### src/rtl/axil_rr_arbiter.sv
// Two-master AXI4-Lite arbiter and address decoder. One transaction is in flight at a time.
// Out-of-window addresses are answered locally with an error response.
module axil_rr_arbiter #(
    parameter logic [31:0] SRAM_BASE = 32'h8000_0000,
    parameter logic [31:0] SRAM_MASK = 32'hFF00_0000,
    parameter logic [31:0] UART_BASE = 32'h1000_0000,
    parameter logic [31:0] UART_MASK = 32'hFFFF_F000,
    parameter int          STRB_W    = 4
) (
    input  logic              clk,
    input  logic              rst,
    // master 0: instruction fetch, read only
    input  logic [31:0]       m0_araddr,
    input  logic              m0_arvalid,
    output logic              m0_arready,
    output logic [31:0]       m0_rdata,
    output logic              m0_rresp,
    output logic              m0_rvalid,
    input  logic              m0_rready,
    // master 1: load/store unit
    input  logic [31:0]       m1_araddr,
    input  logic              m1_arvalid,
    output logic              m1_arready,
    output logic [31:0]       m1_rdata,
    output logic              m1_rresp,
    output logic              m1_rvalid,
    input  logic              m1_rready,
    input  logic [31:0]       m1_awaddr,
    input  logic              m1_awvalid,
    output logic              m1_awready,
    input  logic [31:0]       m1_wdata,
    input  logic [STRB_W-1:0] m1_wstrb,
    input  logic              m1_wvalid,
    output logic              m1_wready,
    output logic              m1_bresp,
    output logic              m1_bvalid,
    input  logic              m1_bready,
    // downstream slave port
    output logic [31:0]       s_araddr,
    output logic              s_arvalid,
    input  logic              s_arready,
    input  logic [31:0]       s_rdata,
    input  logic              s_rresp,
    input  logic              s_rvalid,
    output logic              s_rready,
    output logic [31:0]       s_awaddr,
    output logic              s_awvalid,
    input  logic              s_awready,
    output logic [31:0]       s_wdata,
    output logic [STRB_W-1:0] s_wstrb,
    output logic              s_wvalid,
    input  logic              s_wready,
    input  logic              s_bresp,
    input  logic              s_bvalid,
    output logic              s_bready,
    output logic              s_sel,
    output logic              s_busy
);

    typedef enum logic [2:0] {IDLE, READ, WRITE, ERR_R, ERR_W} state_t;

    state_t state, state_nxt;
    logic   owner, owner_nxt;
    logic   sel, sel_nxt;
    logic   last_grant, last_grant_nxt;
    logic   aw_done, aw_done_nxt;
    logic   w_done, w_done_nxt;

    logic        m0_req, m1_req, grant, win_write, hit_sram, hit_uart, owner_rready;
    logic [31:0] win_addr;

    always_comb begin
        m0_req = m0_arvalid;
        m1_req = m1_arvalid | m1_awvalid;
        // A tie goes to whoever was not granted last; otherwise the sole requester wins.
        grant = (m0_req && m1_req) ? ~last_grant : m1_req;
        // Within master 1 a pending read takes precedence over a write.
        win_write = grant & ~m1_arvalid;
        win_addr  = !grant ? m0_araddr : (m1_arvalid ? m1_araddr : m1_awaddr);
        hit_sram  = (win_addr & SRAM_MASK) == SRAM_BASE;
        hit_uart  = (win_addr & UART_MASK) == UART_BASE;
        owner_rready = owner ? m1_rready : m0_rready;
    end

    // NOTE: every variable driven here gets a default first so no latch is inferred.
    always_comb begin
        state_nxt      = state;
        owner_nxt      = owner;
        sel_nxt        = sel;
        last_grant_nxt = last_grant;
        aw_done_nxt    = aw_done;
        w_done_nxt     = w_done;
        case (state)
            IDLE: begin
                aw_done_nxt = 1'b0;
                w_done_nxt  = 1'b0;
                if (m0_req || m1_req) begin
                    owner_nxt      = grant;
                    last_grant_nxt = grant;
                    if (hit_sram || hit_uart) begin
                        sel_nxt   = ~hit_sram;
                        state_nxt = win_write ? WRITE : READ;
                    end else begin
                        state_nxt = win_write ? ERR_W : ERR_R;
                    end
                end
            end
            READ:  if (s_rvalid && s_rready) state_nxt = IDLE;
            WRITE: if (s_bvalid && s_bready) state_nxt = IDLE;
            ERR_R: begin
                // aw_done marks the one-cycle address acceptance pulse as spent.
                if (!aw_done) begin
                    aw_done_nxt = 1'b1;
                end else if (owner_rready) begin
                    aw_done_nxt = 1'b0;
                    state_nxt   = IDLE;
                end
            end
            ERR_W: begin
                if (m1_awvalid && !aw_done) aw_done_nxt = 1'b1;
                if (m1_wvalid && !w_done)   w_done_nxt  = 1'b1;
                if (aw_done && w_done && m1_bready) begin
                    aw_done_nxt = 1'b0;
                    w_done_nxt  = 1'b0;
                    state_nxt   = IDLE;
                end
            end
            default: state_nxt = IDLE;
        endcase
    end

    always_comb begin
        m0_arready = 1'b0;  m0_rdata = '0;  m0_rresp = 1'b0;  m0_rvalid = 1'b0;
        m1_arready = 1'b0;  m1_rdata = '0;  m1_rresp = 1'b0;  m1_rvalid = 1'b0;
        m1_awready = 1'b0;  m1_wready = 1'b0;  m1_bresp = 1'b0;  m1_bvalid = 1'b0;
        s_araddr  = '0;  s_arvalid = 1'b0;  s_rready = 1'b0;
        s_awaddr  = '0;  s_awvalid = 1'b0;
        s_wdata   = '0;  s_wstrb   = '0;    s_wvalid = 1'b0;  s_bready = 1'b0;
        case (state)
            READ: begin
                s_araddr  = owner ? m1_araddr  : m0_araddr;
                s_arvalid = owner ? m1_arvalid : m0_arvalid;
                s_rready  = owner_rready;
                if (owner) begin
                    m1_arready = s_arready;
                    m1_rdata   = s_rdata;
                    m1_rresp   = s_rresp;
                    m1_rvalid  = s_rvalid;
                end else begin
                    m0_arready = s_arready;
                    m0_rdata   = s_rdata;
                    m0_rresp   = s_rresp;
                    m0_rvalid  = s_rvalid;
                end
            end
            WRITE: begin
                s_awaddr   = m1_awaddr;
                s_awvalid  = m1_awvalid;
                s_wdata    = m1_wdata;
                s_wstrb    = m1_wstrb;
                s_wvalid   = m1_wvalid;
                s_bready   = m1_bready;
                m1_awready = s_awready;
                m1_wready  = s_wready;
                m1_bresp   = s_bresp;
                m1_bvalid  = s_bvalid;
            end
            ERR_R: begin
                if (owner) begin
                    m1_arready = ~aw_done;
                    m1_rvalid  = aw_done;
                    m1_rresp   = aw_done;
                end else begin
                    m0_arready = ~aw_done;
                    m0_rvalid  = aw_done;
                    m0_rresp   = aw_done;
                end
            end
            ERR_W: begin
                m1_awready = ~aw_done;
                m1_wready  = ~w_done;
                m1_bvalid  = aw_done & w_done;
                m1_bresp   = aw_done & w_done;
            end
            default: ;
        endcase
    end

    assign s_sel  = sel;
    assign s_busy = (state == READ) || (state == WRITE);

    // NOTE: sequential state uses non-blocking assignments so all registers update together.
    always_ff @(posedge clk) begin
        if (rst) begin
            state      <= IDLE;
            owner      <= 1'b0;
            sel        <= 1'b0;
            last_grant <= 1'b1;
            aw_done    <= 1'b0;
            w_done     <= 1'b0;
        end else begin
            state      <= state_nxt;
            owner      <= owner_nxt;
            sel        <= sel_nxt;
            last_grant <= last_grant_nxt;
            aw_done    <= aw_done_nxt;
            w_done     <= w_done_nxt;
        end
    end

endmodule

### config.mk
export PLATFORM = sky130hd
export DESIGN_NAME = axil_rr_arbiter
export DESIGN_NICKNAME = d
export VERILOG_FILES = /design/src/rtl/axil_rr_arbiter.sv
export SDC_FILE = /design/constraint.sdc
export NUM_CORES = 1
export LEC_CHECK = 0
export BUFFER_PORTS_ARGS = -buffer_cell sky130_fd_sc_hd__buf_4
export CORE_AREA = 4 4 138 140
export DETAILED_ROUTE_END_ITERATION = 8
export DIE_AREA = 0 0 142 144
export GPL_TIMING_DRIVEN = 0
export PLACE_DENSITY = 0.4
export SYNTH_ARGS = -nofsm -noshare
export SYNTH_HDL_FRONTEND = slang
export SYNTH_SLANG_ARGS = --single-unit
### constraint.sdc
create_clock -name clk -period 3.4 [get_ports clk]
set_input_delay 0.51 -clock clk [delete_from_list [all_inputs] [get_ports clk]]
set_output_delay 0.51 -clock clk [all_outputs]
set_load 0.02 [all_outputs]
Word-level counts from Yosys, hierarchy flattened
Index checks and enable logic that the tools add are counted.

Equal/unequal tests: 14. Multiplexer cells: 57. Bitwise gates (word level): 8. Reduce and logical (&&, ||, !) cells: 20.

Operators by type and width (count): 32-bit two-way mux (10); 1-bit two-way mux (24); 3-bit two-way mux (8); 1-bit case mux with 2 select lines (11); 20-bit by 17-bit equality test with 1-bit output (second input constant) (1); 3-bit case mux with 5 select lines (1); 2-bit inequality test (second input constant) (6); 8-bit equality test (second input constant) (1); 1-bit logical AND (7); 3-bit by 2-bit equality test with 1-bit output (second input constant) (2); 3-bit inequality test (second input constant) (2); 2-bit AND reduction (3); 6-bit AND reduction (1); 1-bit NOT (5); 4-bit two-way mux (1); 3-bit by 1-bit equality test with 1-bit output (second input constant) (1); 3-bit equality test (second input constant) (1); 3-bit logical NOT (1); 1-bit logical OR (3); 1-bit case mux with 3 select lines (1); 3-bit AND reduction (1); 3-bit nonzero test (1); 1-bit AND (2); 1-bit logical NOT (2); 3 further kinds (3).

Register bits after elaboration: 8. Input port bits: 180. Output and inout bits: 181. Word-level logic and storage cells: 105.

Depth between registers and ports, before layout
Gate-level depths: netlist of the first run.

Depth after elaboration: 9. Depth in mapped cells: 8. Gate-level depth less buffers: 8.

Worst setup path after synthesis of the first run
No wires, ideal clock.

Path type: reg2out. Start: register state[0]. End: output port m0_arready. Data arrival time: 1.556 ns. Required time: 2.890 ns. Slack: 1.334 ns. Cell stages (with the launch flop): 6. Path buffers: 3. Path through: dfxtp_1 buf_2 or3b_1 clkbuf_1 buf_2 nor2_1.

Word-level cells in the longest chain between the ends: 2. Elaborated cells on any way between the ends: 3. Those cells by class: eq/ne: 2; mux: 1.

Ends and longest elaborated chain: start: declaration (RTL line 62) `state_t state, state_nxt;`; start signal: assignment (RTL line 202) `state <= state_nxt;`; 3-bit by 2-bit equality test with 1-bit output or 3-bit by 1-bit equality test with 1-bit output (tied branches) (RTL line 139) `case (state)`; 1-bit case mux with 2 select lines (*) (RTL line 139); end: declaration (RTL line 15) `output logic m0_arready,`.

Every way passes the cells marked *; elsewhere a longest branch is shown, timed or not.

Worst setup path in the final report of the first run
Start: register state[1]. End: output port s_wdata[26].

Word-level cells in the longest chain between the ends: 2.

Ends and longest elaborated chain: 3-bit by 2-bit equality test with 1-bit output (RTL line 139); 32-bit two-way mux (RTL line 139); end: declaration (RTL line 49) `output logic [31:0] s_wdata,`.

No other way between the ends.

==> reports/results.ini, run 1 <==
[worst_setup_path]
path_cells=buf_4 > nor3b_2 > clkbuf_1 > and2_1 > buf_4
start_kind=flip-flop
slowest_delay_ps=690
cp.arrival_ps=2110
cp_common_cell=buf_4
end_kind=output pin
cp_data_required_time_ps=2890
worstPathBufferInverterCount=3
path_class=flip-flop to output pin
cp_max_fo=10
cpMaxStageDelayCell=nor3b_2
path_delay_family=simple AND/OR/NAND/NOR gates

[synth]
ys_ff_latch=8
ys_warn_count=0
syn_inst=385
synth_edf_count=0
synth-main-ff-cell=dfxtp_1
synth_fp_nets=566
synth-async-reset-ratio_pct=0
synth_xor_area_share_pct=0
synth_area_sq_um=2374
synth_compound_area_share_pct=8.962
syn_area_per_cell_sq_um=6.165
synth-simple-area-share_pct=59.78
ys_seq_area_share_pct=6.747
muxShareOfSynthArea_pct=16.97
synth_cell_types=48
synth_top_family_by_area=simple AND/OR/NAND/NOR gates
synthAdderAreaFrac_pct=0.5271

[floorplanning]
die_area_sq_um=20450
num_io_pins=361
initial_core_util_pct=13.30
die_width_um=142
rows=49
dieHeight_um=144
fp.coreArea_sq_um=17840

[detailed_routing]
drtIter0Drc=79
wirelength_um=15050
ant_nets=0
wl_per_cell_um=15.41
vias=4041
dr.pass1.iters=4
viasPerCell=4.140
drc=0

[clock_tree]
h-tree-depth=1
root_buffer=clkbuf_16
cts_setup_buffers=0
clk_latency_ps=230
cts_buffers=3
ctsHoldBuffers=0
cts_max_path_buffers=2
cts_resized=0
clkSinkCount=8
cts_tree=yes
clkSlewWorstSetupHoldPaths_ps=40

[timing]
layout_min_cycle_time_ps=2623
rsz0062_at_grt=no
finClkSkew_ps=0.7204
final-setup-viol-count=0
hold_viol_final=0
fin_crit_sh_pct=77.15
max_freq_mhz=381.2
tightest_slew_ps=809.5
fin_ws_ps=777.0
maxSlewHeadroom_pct=45.80
tns_ps=0
slew_violations=0

[place]
dpl_worst_slack_ps=854.0
place_area_sq_um=5355
place_inst=973
gp_congestion=0.8755
portBuffers=359
dp_hpwl_um=13490

[global_routing]
grt_max_degree=11
antenna_found_initial=0
track_usage_pct=13.24
grt_pass1_vias=4261
grt-ovfl-total=0
grt_pass1_wl_um=21840

[power_and_ir_drop]
total_power_mw=2.529
ir_drop_uv=158.6
p_leak_nw=2.778
powerDensity_nw_per_um2=465.7

[finish]
drive_above_1_share_pct=51.14
nets=930
synthToLayoutAreaGrowth_pct=128.8
antennaDiodeCount=0
stdcell_count=976
fin_area_sq_um=5430

[outcome]
status=finished, final reports clean

[run]
cap_violations=0

[min_path]
hold_path.class=flip-flop to flip-flop

[worst paths after layout]
check	start	endpoint	slack (ps)	cells after the start
hold / removal	s_sel$_SDFFE_PP0P_	s_sel$_SDFFE_PP0P_	490	2
setup reg to reg	state[1]$_SDFFE_PP0P_	state[2]$_SDFFE_PP0P_	1520	6
hold reg to reg	s_sel$_SDFFE_PP0P_	s_sel$_SDFFE_PP0P_	490	2
setup / recovery	state[1]$_SDFFE_PP0P_	s_wdata[26]	780	5
[worst register-to-register path, cell delays in order (launching register included)]
cell and delay [ps]:
dfxtp_1 310, buf_4 170, nor3b_2 690, a22o_1 290, nor4_4 70, a31oi_1 190, nor2_1 50
[metal layers]
metal	up-vias	global-route usage, %	part of all wire, %
met1	1785	13.44	34
met4	0	3.788	2.2
met5	-	0	0
met3	20	4.134	11
li1	1999	-	-
met2	237	25.84	53
[cells by family (layout without fill, tap and decap cells)]
logic type	count (synthesis)	in the layout
compound gates	29	29
mux	40	40
fa+ha+maj	1	1
flops	8	8
buf+inv	37	399
simple gates	270	270
[through the flow]
step	util, %	hold slack (ps)
3_5_place_dp	30.02	475.1
3_3_place_gp	30.02	468.0
4_1_cts	30.44	481.5
2_1_floorplan	-	518.7
5_1_grt	30.44	520.8
6_report	30.44	486.1
[placed cells by master, fill, tap and decap left out, drive strengths merged, types with 3 or more instances in the layout]
master / instances
nand2b: 34
and2: 71
dfxtp: 8
o21ai: 4
clkbuf: 19
buf: 375
nand3: 3
nor4: 11
a21oi: 8
nor2: 117
nor3: 7
inv: 5
nor2b: 4
a22oi: 4
nor3b: 4
mux2i: 38
or3b: 3
nand2: 8
[cells in the mapped netlist (2+ instances only)]
| cell type | count | area (sq um) |
|---|---|---|
| nor2_1 | 117 | 439.2 |
| and2_1 | 71 | 444.2 |
| mux2i_1 | 38 | 380.4 |
| nand2b_1 | 34 | 212.7 |
| clkbuf_1 | 15 | 56.30 |
| nor4_1 | 10 | 62.56 |
| dfxtp_1 | 8 | 160.2 |
| nand2_1 | 8 | 30.03 |
| a21oi_1 | 7 | 35.03 |
| buf_1 | 6 | 22.52 |
| buf_2 | 6 | 30.03 |
| nor3_1 | 6 | 30.03 |
| inv_1 | 5 | 18.77 |
| a22oi_1 | 4 | 30.03 |
| nor2b_1 | 4 | 25.02 |
| buf_4 | 3 | 22.52 |
| nand3_1 | 3 | 15.01 |
| nor3b_1 | 3 | 22.52 |
| o21ai_0 | 3 | 15.01 |
| or3b_1 | 3 | 26.28 |
| a22o_1 | 2 | 17.52 |
| nand3b_1 | 2 | 15.01 |
| nand4b_1 | 2 | 17.52 |
[registers in the layout, indices dropped and copies added (netlist names)]
signal,cells
last_grant,1
s_sel,1
owner,1
w_done,1
state,3
aw_done,1
[layout make-up]
cell class / instances / area, sq um
Sequential cell: 8 / 160.2
Buffer: 32 / 147.6
Timing Repair Buffer: 359 / 2695
Multi-Input combinational cell: 340 / 2047
Inverter: 5 / 18.77
Tap cell: 229 / 286.5
Fill cell: 1978 / 12410
Clock buffer: 3 / 75.07
[power by group]
part / total (mW) / internal (mW) / switching, mW
clock: 0.196 / 0.152 / 0.0449
sequential: 0.134 / 0.116 / 0.0179
combinational: 2.20 / 0.952 / 1.25
total: 2.53 / 1.22 / 1.31
(Power assumes the default switching activity.)
==> run 2, diff against run 1 <==
==> config.mk (replaced) <==
export PLATFORM = sky130hd
export DESIGN_NAME = axil_rr_arbiter
export DESIGN_NICKNAME = d
export VERILOG_FILES = /design/src/rtl/axil_rr_arbiter.sv
export SDC_FILE = /design/constraint.sdc
export NUM_CORES = 1
export LEC_CHECK = 0
export ABC_AREA = 1
export BUFFER_PORTS_ARGS = -buffer_cell sky130_fd_sc_hd__buf_4
export CORE_AREA = 4 4 139 141
export DETAILED_ROUTE_END_ITERATION = 8
export DIE_AREA = 0 0 143 145
export GPL_TIMING_DRIVEN = 0
export PLACE_DENSITY = 0.42
export SYNTH_ARGS = -nofsm -noshare
export SYNTH_HDL_FRONTEND = slang
export SYNTH_SLANG_ARGS = --single-unit
==> constraint.sdc (replaced) <==
create_clock -name clk -period 2.25 [get_ports clk]
set_input_delay 0.3375 -clock clk [delete_from_list [all_inputs] [get_ports clk]]
set_output_delay 0.3375 -clock clk [all_outputs]
set_load 0.02 [all_outputs]
==> run 2 against run 1 <==
Compared with the run above: worst hold slack worse by 190 ps; routed wire length is 22% higher; cell count is 17% higher; die area is 1.4% higher; worst setup slack worse by 650 ps; sequential power is 66% higher; global-route usage is 2.9 points higher; register-to-register slack worse by 1100 ps; via count is 14% higher; final area is 2.4% higher; clock power is 51% higher.
==> reports/results.ini, run 2 <==
[outcome]
status=finished, final reports clean

[clock_tree]
cts_max_path_buffers=2
h-tree-depth=1
cts_setup_buffers=0
cts_resized=3
root_buffer=clkbuf_16
ctsHoldBuffers=0
cts_tree=yes
clkSlewWorstSetupHoldPaths_ps=40
clk_latency_ps=230
clkSinkCount=8
cts_buffers=3

[finish]
fin_area_sq_um=5559
synthToLayoutAreaGrowth_pct=124.8
layout_commonest_cell=buf_4
nets=1095
fillCellCount=2108
stdcell_count=1141
drive_above_1_share_pct=44.63
final_cell_mix=buf_4 (361), inv_1 (120), nor2_1 (111)
largest_reg_flops=3
top_register=state
antennaDiodeCount=0

[place]
portBuffers=360
gp_congestion=0.8281
place_area_sq_um=5461
place_inst=1138
dp_hpwl_um=16190

[detailed_routing]
viasPerCell=4.053
wl_per_cell_um=16.06
drc=0
vias=4625
dr.pass1.iters=4
ant_nets=0
drtIter0Drc=117
wirelength_um=18330

[worst_setup_path]
cp_data_required_time_ps=1910
cp.arrival_ps=1790
start_kind=flip-flop
path_class=flip-flop to output pin
cp_max_fo=10
end_kind=output pin

[synth]
synth_most_common_cell=inv_1
ys_top_cells_by_area=inv_1 (18%), nor2_1 (17%), nand2_1 (16%), nor3_1 (13%), a21oi_1 (8.5%)
synth_edf_count=0
synth_cell_types=28
yosysTopAreaCell=inv_1
ys_warn_count=0
ys_seq_area_share_pct=6.478
synth-async-reset-ratio_pct=0
synth-main-ff-cell=dfxtp_1
synth_fp_nets=730
yosys.area.top_type_share_pct=18.22
synth_area_sq_um=2472
ys_ff_latch=8
syn_area_per_cell_sq_um=4.503
syn_inst=549
synth_common_cells=inv_1 (120), nor2_1 (111), nand2_1 (108)

[timing]
maxSlewHeadroom_pct=62.64
fin_crit_sh_pct=94.56
tightest_slew_ps=560.3
slew_violations=0
layout_min_cycle_time_ps=2128
whs_ps=300.6
final-setup-viol-count=0
hold_viol_final=0
tns_ps=0
max_freq_mhz=470.0
finClkSkew_ps=3.034
rsz0062_at_grt=yes

[power_and_ir_drop]
powerDensity_nw_per_um2=835.7
p_leak_nw=3.376
ir_drop_uv=345.8

[global_routing]
grt_pass1_wl_um=26700
grt_max_degree=11
grt_pass1_vias=4685
antenna_found_initial=1
grt-ovfl-total=0
track_usage_pct=16.10

[floorplanning]
initial_core_util_pct=13.76
die_area_sq_um=20740
fp.coreArea_sq_um=17960
num_io_pins=361
rows=49
die_width_um=143
dieHeight_um=145

[min_path]
hold_path.class=input pin to flip-flop

[run]
cap_violations=0

==> run 2: report_power, final <==
| part | internal, mW | switching [mW] |
|---|---|---|
| combinational | 1.51 | 2.62 |
| sequential | 0.184 | 0.0384 |
| clock | 0.229 | 0.0671 |
| total | 1.92 | 2.73 |
==> run 2: worst max-delay path, cell delays in order, from the launching register on <==
cell and delay [ps]:
dfxtp_1 290, buf_2 170, inv_1 90, buf_2 280, clkbuf_1 410, nor3_1 130, buf_4 180
==> run 2: area by class of cell <==
class / instances / area (sq um) / share of cell area [%]
flip-flops and latches: 8 / 160.2 / 2.881
multi-input cells: 378 / 1688 / 30.36
repair buffers: 360 / 2703 / 48.62
plain buffers: 35 / 166.4 / 2.993
well taps: 229 / 286.5 / 5.154
clock buffers: 3 / 75.07 / 1.350
inverters: 128 / 480.5 / 8.643
==> run 2: path summary, 6_finish.rpt <==
check,from,end,slack (ps),cells past startpoint
max,owner$_SDFFE_PP0P_,m1_rdata[3],120,6
min reg2reg,s_sel$_SDFFE_PP0P_,s_sel$_SDFFE_PP0P_,450,2
min,rst,state[2]$_SDFFE_PP0P_,300,2
max reg2reg,last_grant$_SDFFE_PP1P_,state[1]$_SDFFE_PP0P_,450,11
==> run 2: stage by stage <==
step / worst slack (ps) / total power [mW] / utilization, %
5_1_grt: -6.650 / 5.036 / 30.95
2_1_floorplan: 510.3 / 2.497 / -
4_1_cts: 26.87 / 4.701 / 30.84
3_5_place_dp: 54.08 / 4.382 / 30.40
3_3_place_gp: -0.9177 / 4.411 / 30.40
6_report: 122.3 / 4.646 / 30.95
==> run 2: layer usage <==
layer  vias up  track usage, %  part of all wire, %
li1       2382               -                    -
met4         2           1.188                 0.32
met3         6           4.376                   11
met5         -               0                0.044
met2       246           30.83                   51
met1      1989           18.29                   37
==> run 2: kinds of logic after synthesis <==
family / share of synthesized area [%]
simple gates: 54.35
buf+inv: 25.41
compound gates: 13.26
flops: 6.478
fa+ha+maj: 0.5060
